`config.mk`:
```
export PLATFORM = sky130hd
export DESIGN_NAME = serial_arith_ctrl
export DESIGN_NICKNAME = d
export VERILOG_FILES = /design/src/rtl/serial_arith_pkg.sv /design/src/rtl/arithmetic_unit.sv /design/src/rtl/serial_arith_ctrl.sv
export SDC_FILE = /design/constraint.sdc
export NUM_CORES = 1
export LEC_CHECK = 0
export CAP_MARGIN = 10
export CORE_MARGIN = 1
export CORE_UTILIZATION = 50
export CTS_CLUSTER_SIZE = 8
export DETAILED_ROUTE_END_ITERATION = 8
export PLACE_DENSITY_LB_ADDON = 0.25
export SETUP_SLACK_MARGIN = 0.4
export SYNTH_ARGS = -nofsm -noshare
export SYNTH_HDL_FRONTEND = slang
export SYNTH_SLANG_ARGS = --single-unit
```
`constraint.sdc`:
```
create_clock -name clk -period 4.2 [get_ports clk]
set_input_delay 0.42 -clock clk [delete_from_list [all_inputs] [get_ports clk]]
set_output_delay 0.42 -clock clk [all_outputs]
set_load 0.005 [all_outputs]
```
`src/rtl/serial_arith_pkg.sv`:
```
// Shared types and constants for the bit-serial arithmetic sequencer.
// Holds the FSM state encoding, opcode map and slice B-mux select codes.
package serial_arith_pkg;

    typedef enum logic [1:0] {
        IDLE = 2'd0,
        RUN  = 2'd1,
        DONE = 2'd2
    } state_t;

    // op = {cin0, sel[1:0]}
    localparam logic [2:0] OP_ADD  = 3'b001;
    localparam logic [2:0] OP_SUB  = 3'b110;
    localparam logic [2:0] OP_INC  = 3'b100;
    localparam logic [2:0] OP_DEC  = 3'b011;
    localparam logic [2:0] OP_XFER = 3'b000;

    localparam logic [1:0] SEL_ZERO = 2'b00;
    localparam logic [1:0] SEL_B    = 2'b01;
    localparam logic [1:0] SEL_NB   = 2'b10;
    localparam logic [1:0] SEL_ONE  = 2'b11;

endpackage

```
`src/rtl/arithmetic_unit.sv`:
```
// 1-bit arithmetic slice: full adder with a 4-way B-operand mux.
// Purely combinational; no latency, no flow control.
module arithmetic_unit
    import serial_arith_pkg::*;
(
    input  logic       a,
    input  logic       b,
    input  logic       cin,
    input  logic [1:0] sel,
    output logic       d,
    output logic       cout
);

    logic b_mux;

    always_comb begin
        b_mux = 1'b0;
        unique case (sel)
            SEL_ZERO: b_mux = 1'b0;
            SEL_B:    b_mux = b;
            SEL_NB:   b_mux = ~b;
            SEL_ONE:  b_mux = 1'b1;
            default:  b_mux = 1'b0;
        endcase
    end

    assign d    = a ^ b_mux ^ cin;
    assign cout = (a & b_mux) | (a & cin) | (b_mux & cin);

endmodule

```
`src/rtl/serial_arith_ctrl.sv`:
```
// Bit-serial add/sub/inc/dec/transfer over one slice; done WIDTH+1 edges after accept.
// start honoured only in IDLE (no queuing); signed overflow built only with SERIAL_ARITH_OVF_EN.
module serial_arith_ctrl
    import serial_arith_pkg::*;
#(
    parameter int WIDTH = 32
) (
    input  logic             clk,
    input  logic             rst,
    input  logic             start,
    input  logic [2:0]       op,
    input  logic [WIDTH-1:0] a,
    input  logic [WIDTH-1:0] b,
    output logic             busy,
    output logic             done,
    output logic [WIDTH-1:0] result,
    output logic             cout,
    output logic             overflow
);

    localparam int CNT_W = $clog2(WIDTH);
    localparam logic [CNT_W-1:0] LAST_BIT = CNT_W'(WIDTH - 1);

    state_t           state;
    state_t           state_nxt;
    logic [WIDTH-1:0] a_sh;
    logic [WIDTH-1:0] b_sh;
    logic [1:0]       sel_q;
    logic             carry;
    logic [CNT_W-1:0] bit_cnt;
    logic             accept;
    logic             last_bit;
    logic             slice_d;
    logic             slice_cout;

    arithmetic_unit u_slice (
        .a    (a_sh[0]),
        .b    (b_sh[0]),
        .cin  (carry),
        .sel  (sel_q),
        .d    (slice_d),
        .cout (slice_cout)
    );

    always_ff @(posedge clk or posedge rst) begin
        if (rst) begin
            state <= IDLE;
        end else begin
            state <= state_nxt;
        end
    end

    always_comb begin
        state_nxt = state;
        accept    = 1'b0;
        last_bit  = 1'b0;
        busy      = 1'b1;
        done      = 1'b0;
        unique case (state)
            IDLE: begin
                busy = 1'b0;
                if (start) begin
                    accept    = 1'b1;
                    state_nxt = RUN;
                end
            end
            RUN: begin
                if (bit_cnt == LAST_BIT) begin
                    last_bit  = 1'b1;
                    state_nxt = DONE;
                end
            end
            DONE: begin
                done      = 1'b1;
                state_nxt = IDLE;
            end
            default: state_nxt = IDLE;
        endcase
    end

    // Result fills from the MSB end so the first (LSB) bit lands at bit 0 after WIDTH shifts.
    always_ff @(posedge clk or posedge rst) begin
        if (rst) begin
            a_sh    <= '0;
            b_sh    <= '0;
            sel_q   <= SEL_ZERO;
            carry   <= 1'b0;
            bit_cnt <= '0;
            result  <= '0;
            cout    <= 1'b0;
        end else if (accept) begin
            a_sh    <= a;
            b_sh    <= b;
            sel_q   <= op[1:0];
            carry   <= op[2];
            bit_cnt <= '0;
            result  <= '0;
            cout    <= 1'b0;
        end else if (state == RUN) begin
            result <= {slice_d, result[WIDTH-1:1]};
            a_sh   <= a_sh >> 1;
            b_sh   <= b_sh >> 1;
            carry  <= slice_cout;
            if (last_bit) begin
                cout <= slice_cout;
            end else begin
                bit_cnt <= bit_cnt + 1'b1;
            end
        end
    end

`ifdef SERIAL_ARITH_OVF_EN
    logic ovf_q;

    // On the MSB cycle, carry still holds the carry into the sign bit.
    always_ff @(posedge clk or posedge rst) begin
        if (rst) begin
            ovf_q <= 1'b0;
        end else if (accept) begin
            ovf_q <= 1'b0;
        end else if (last_bit) begin
            ovf_q <= carry ^ slice_cout;
        end
    end

    assign overflow = ovf_q;
`else
    assign overflow = 1'b0;
`endif

endmodule

```
==> impl_results.md, run 1 <==
* Routed length per instance at 14.2 µm
* Clk buf depth at 2
* Worst EP arrival at between 1.5 and 2 ns
* Top routing layer in use: met4
* Synth Net Count at 537
* Critical path type: reg2out
* Fin Hold WS at about 0.38 ns
* Core Util, Final at 0.662
* Period utilization at 0.496
* Vias at approximately 3500
* FF/Latch Area at roughly 2700 µm²
* Area after DPL at 5580 µm²
* # DRC at 0
* Antenna violations before repair at 0
* DIE WIDTH at 96.8 µm
* Sequential fraction of the synthesis area at 0.595
* Synth warnings at 0
* Final setup violation count at 0
* Max Clk Rate at roughly 0.48 GHz
* Cell Pwr Density at ~660 nW/µm²
* Met3 wire len at roughly 540 µm
* TritonCTS Buffers at 9
* Worst setup margin at about 2.1 ns
* Hold Buf Count CTS at 0
* Startpoint Class: flip-flop
* Setup TNS at 0 ns
* Initial drt markers at approximately 170
* Commonest cells in the synthesized netlist: nand2_1, dfrtp_1, a22oi_1, o21ai_0, buf_2
* Slew Viols, Final at 0
* Hold WC Path Type: in2async
* # Max-Cap Violations at 0
* Met2 wire len at between 4000 and 5000 µm
* Pin count of the biggest net entering global routing at 100
* CTS sink cnt at about 110
* Status: completed
* Fin area at 5770 µm²
* H-Tree Depth at 3
* Final Hold Viols at 0
* # rows at 34
* Post_cts resized at 0
* Least-Margin Pin Slew at 0.714 ns
* Distinct cells, synth at 32
* Die H at 96.8 µm
* Die Area at 9380 µm²
* Core area at slightly below 9000 µm²
* Yosys top cell by area: dfrtp_1
* Share of cells above drive strength 1 at 0.0539
* Clock-pin transition on the worst setup and hold timing paths at 0.09 ns
* Pwr Total at 3.80 mW
* IO Count at about 110
* 1st-pass router iterations at 5
* Avg Inst Size Synth at approximately 9.7 µm²
* Post-synthesis cell count at around 460
* Met1 Wirelength at around 4200 µm
* Cells after DPL at 650
* Syn-to-layout area delta at 28.3%
* Root buf cell: clkbuf_8
* GRT Total Usage at 0.207
* Worst Path Required at 3.78 ns
* Seq cells post-synth at 107
* CTS tree: built
* Number of synthesized flops with an enable pin at 0
* FFs w/ async S/R, synth at 1.00
* Yosys top cell area share at 0.595
* Leakage power at between 2 and 3 nW
* Cell area after synthesis at around 4500 µm²
* Most common cell in the netlist: nand2_1
* Area occupied by multi-input gates at roughly 1600 µm²
* Final Non-Filler Cells at around 670
* Initial Util at 0.516
* Dominant synthesized flop cell: dfrtp_1
* Ranking of synthesized cells by area: dfrtp_1, nand2_1, a22oi_1, o21ai_0, buf_2
* Via density at 5.24
* Dpl hpwl at between 6000 and 7000 µm
* Maximum VDD drop at about 0.36 mV
* Inserted Diodes at 0
* Nets at about 630
* Worst Skew at ~0.0091 ns
* Endpoint class of the critical path: output pin
* Critical path fanouts, max at 8
* Post-CTS Setup Bufs at 0
* Setup WS pre-CTS at 1.87 ns
* First-pass GRT wire length at 15900 µm
* Post-route ant nets at 0
* RD Place Congestion at 0.731
* # port buffers at between 100 and 150
* GR Overflow Total at 0
* Clk_lat worst skew at 0.36 ns
* Min Tclk post-route at roughly 2.1 ns
* RSZ-0062 raised after global routing: no
* Final wirelength at between 9000 and 10000 µm
* Fillcell total at 730
* Vias in the first global route at 3390
* Slew margin rel. at 0.523
## logic make-up after synthesis
family	synth area share
AO/OA/AOI/OAI	0.154
XOR/XNOR	0.00195
adder cells (fa/ha/maj)	0.0100
buffers and inverters	0.0445
flip-flops	0.595
multiplexers	0.00974
other	0.000834
AND/OR/NAND/NOR	0.183
## final timing paths
kind,start,end,slack (ns),cells after the start
max,state[0],busy,2.12,2
min,rst,b_sh[16],0.38,2
max reg2reg,state[1],result[16],2.26,4
min reg2reg,a_sh[21],a_sh[21],0.48,2
max in group asynchronous,rst,result[8],2.84,3
min in group clk,a_sh[21],a_sh[21],0.48,2
## layer usage
layer / GRT usage / vias up
met1: 0.287 / 1668
met4: 0.0517 / 0
met3: 0.0542 / 4
li1: - / 1730
met2: 0.326 / 85
met5: 0 / -
## critical path, cell delays in order, from the launching register on
cell	delay, ns
dfrtp_1	0.52
or2_2	0.34
clkdlybuf4s50_1	0.45
## sequential cells by signal (all words and copies together) (netlist names)
signal   count
result      32
sel_q        2
b_sh        32
cout         1
carry        1
a_sh        32
bit_cnt      5
state        2
## power by group
| part | leakage, nW | switching, mW | total (mW) | internal (mW) |
|---|---|---|---|---|
| clock | 0.0954 | 0.326 | 0.615 | 0.289 |
| sequential | 1.38 | 0.270 | 1.73 | 1.46 |
| combinational | 1.21 | 0.755 | 1.45 | 0.700 |
## area by class of cell
type                       instances  share of cell area
sequential                       107               0.464
multi-input combinational        319               0.284
timing repair buffer             111               0.192
clock buffer                      11              0.0245
tap                              108              0.0234
clock inverter                     4             0.00889
inverter                           5             0.00369
## layout by cell type (no fill, tap or decap), types with 2 or more instances in the layout
master / count
clkdlybuf4s50_1: 104
nor2_1: 4
nand2_1: 191
o21ai_1: 10
dfrtp_1: 107
a21oi_1: 2
a22o_1: 2
ha_1: 2
a22oi_1: 62
mux2_2: 3
o21ai_0: 24
clkbuf_8: 10
buf_4: 6
inv_1: 4
No activity file was read; power rests on OpenSTA's default activity.
==> run 2: changes to the inputs <==
Clock period 4.2 ns to 2 ns, I/O delays scaled along.
==> run 2 against run 1 <==
Against the previous run:
- flip-flop and latch count unchanged
- wire length up 14%
- final cell count up 2.7%
- critical path depth up 4
- clock power up 140%
==> impl_results.md, run 2 (synthesized netlist as in run 1, its figures left out) <==
* Leakage power at roughly 2.9 nW
* Period utilization at 0.821
* Sw power at ~3.1 mW
* Routed length per instance at approximately 16 µm
* Startpoint Class: flip-flop
* Hold Buf Count CTS at 0
* Area after DPL at approximately 5700 µm²
* Root buf cell: clkbuf_8
* Setup WS pre-CTS at 0.201 ns
* Worst Skew at between 0.01 and 0.015 ns
* Clk_lat worst skew at 0.37 ns
* Sequential share of power at 0.415
* Final setup violation count at 0
* Final Hold Viols at 0
* Cell Pwr Density at approximately 1400 nW/µm²
* Slew margin rel. at 0.608
* Fin area at 6150 µm²
* Worst EP arrival at between 1.5 and 2 ns
* Logic pwr share at 0.416
* Endpoint class of the critical path: flip-flop
* Cells after DPL at approximately 650
* # Max-Cap Violations at 0
* CTS sink cnt at about 110
* Dpl hpwl at between 6000 and 7000 µm
* Most common cell after layout, fill and taps aside: nand2_1
* DIE WIDTH at 96.8 µm
* 1st-pass router iterations at 5
* Reg2Reg Setup Slack at 0.36 ns
* IO Count at approximately 110
* Hold WC Path Type: in2async
* GR Overflow Total at 0
* Antenna violations before repair at 0
* Vias in the first global route at 3602
* R2r endpoint: bit_cnt[0]
* Share of cells above drive strength 1 at 0.104
* Syn-to-layout area delta at 36.7%
* Max Clk Rate at 0.609 GHz
* Core area at 8720 µm²
* Clock-pin transition on the worst setup and hold timing paths at ~0.1 ns
* Switching share of power at 0.354
* R2r worst-path depth at 6
* Die Area at 9380 µm²
* Initial Util at 0.516
* First-pass GRT wire length at between 15000 and 20000 µm
* Least-Margin Pin Slew at approximately 0.59 ns
* Nets at 643
* RSZ-0062 raised after global routing: yes
* Post-route ant nets at 0
* Worst setup margin at 0.358 ns
* Min Tclk post-route at about 1.6 ns
* Worst Path Required at 2.26 ns
* Largest regs: a_sh: 32 flops, b_sh: 32 flops, result: 32 flops
* Final wirelength at 10700 µm
* Inserted Diodes at 0
* GRT Total Usage at 0.229
* Maximum VDD drop at about 0.8 mV
* Worst r2r src: bit_cnt[0]
* # port buffers at 104
* H-Tree Depth at 3
* Internal at about 5.6 mW
* # rows at 34
* # DRC at 0
* Critical path type: reg2reg
* Pwr Total at about 9 mW
* Commonest non-fill, non-tap cells in the layout: nand2_1, dfrtp_1, clkdlybuf4s50_1
* Pin count of the biggest net entering global routing at ~110
* Initial drt markers at between 200 and 250
* Via density at about 5.4
* Status: completed
* Setup TNS at 0 ns
* Critical path fanouts, max at 5
* RD Place Congestion at approximately 0.76
* TritonCTS Buffers at 9
* Final Non-Filler Cells at ~700
* CTS tree: built
* Clk pwr share at 0.168
* Die H at 96.8 µm
* Clk buf depth at 2
* Slew Viols, Final at 0
* Vias at about 3700
## run 2: cell count changes in the layout (fill, tap and decap cells not counted), moves of 2 or more
cell,change
buf_4,+3
dfrtp_1,-2
buf_6,+6
buf_12,+3
ha_1,-2
clkbuf_16,+2
clkdlybuf4s50_1,-2
dfrtp_2,+2
inv_6,+2
## run 2: power by group through the flow
stage	registers (mW)	clock network (mW)	logic, mW
after global routing	3.74	1.60	4.03
after global placement	3.64	0	3.10
after floorplan	3.57	0	2.08
after detailed placement	3.68	0	3.25
final	3.63	1.47	3.64
after CTS	3.62	1.51	3.48
## run 2: cell type report
class                      instances  area, µm²
clock buffer                       9        124
clock inverter                     7       98.8
fill                             680       2570
inverter                           5       22.5
multi-input combinational        319       1700
sequential                       107       2680
tap                              108        135
timing repair buffer             128       1380
## run 2: worst max path at each step
stage	startpoint	endpoint	slack, ns	cells after the start
final	bit_cnt[0]	bit_cnt[0]	0.36	6
after global placement	start	bit_cnt[0]	0.23	5
after global routing	bit_cnt[0]	bit_cnt[0]	0.31	6
after floorplan	bit_cnt[0]	bit_cnt[0]	0.41	6
after detailed placement	start	bit_cnt[0]	0.20	5
after CTS	state[1]	done	0.35	2
## run 2: layer usage
layer | wire length, µm | GRT usage | vias up
li1 | - | - | 1771
met1 | 4500 | 0.295 | 1802
met2 | 5430 | 0.369 | 115
met3 | 580 | 0.0672 | 19
met4 | 235 | 0.0804 | 0
met5 | 0 | 0 | -
## run 2: through the flow
step                      utilization  hold WS (ns)
after global placement          0.651         0.457
after floorplan                     -         0.317
after CTS                       0.690         0.350
after detailed placement        0.651         0.463
final                           0.705         0.293
after global routing            0.705         0.353
## run 2: repair_timing
item,CTS,global route
endpoints found under the hold margin,0,0
setup endpoints to repair,9,55
pin swaps,6,2
buffers inserted,8,3
gates cloned,1,2
gates resized for setup,7,14
## run 2: worst max-delay path, stage by stage (launching register included)
cell and delay, ns:
dfrtp_1 0.41, ha_2 0.19, and3_4 0.18, ha_4 0.18, nor3b_4 0.23, nor2_2 0.09, mux2_4 0.26
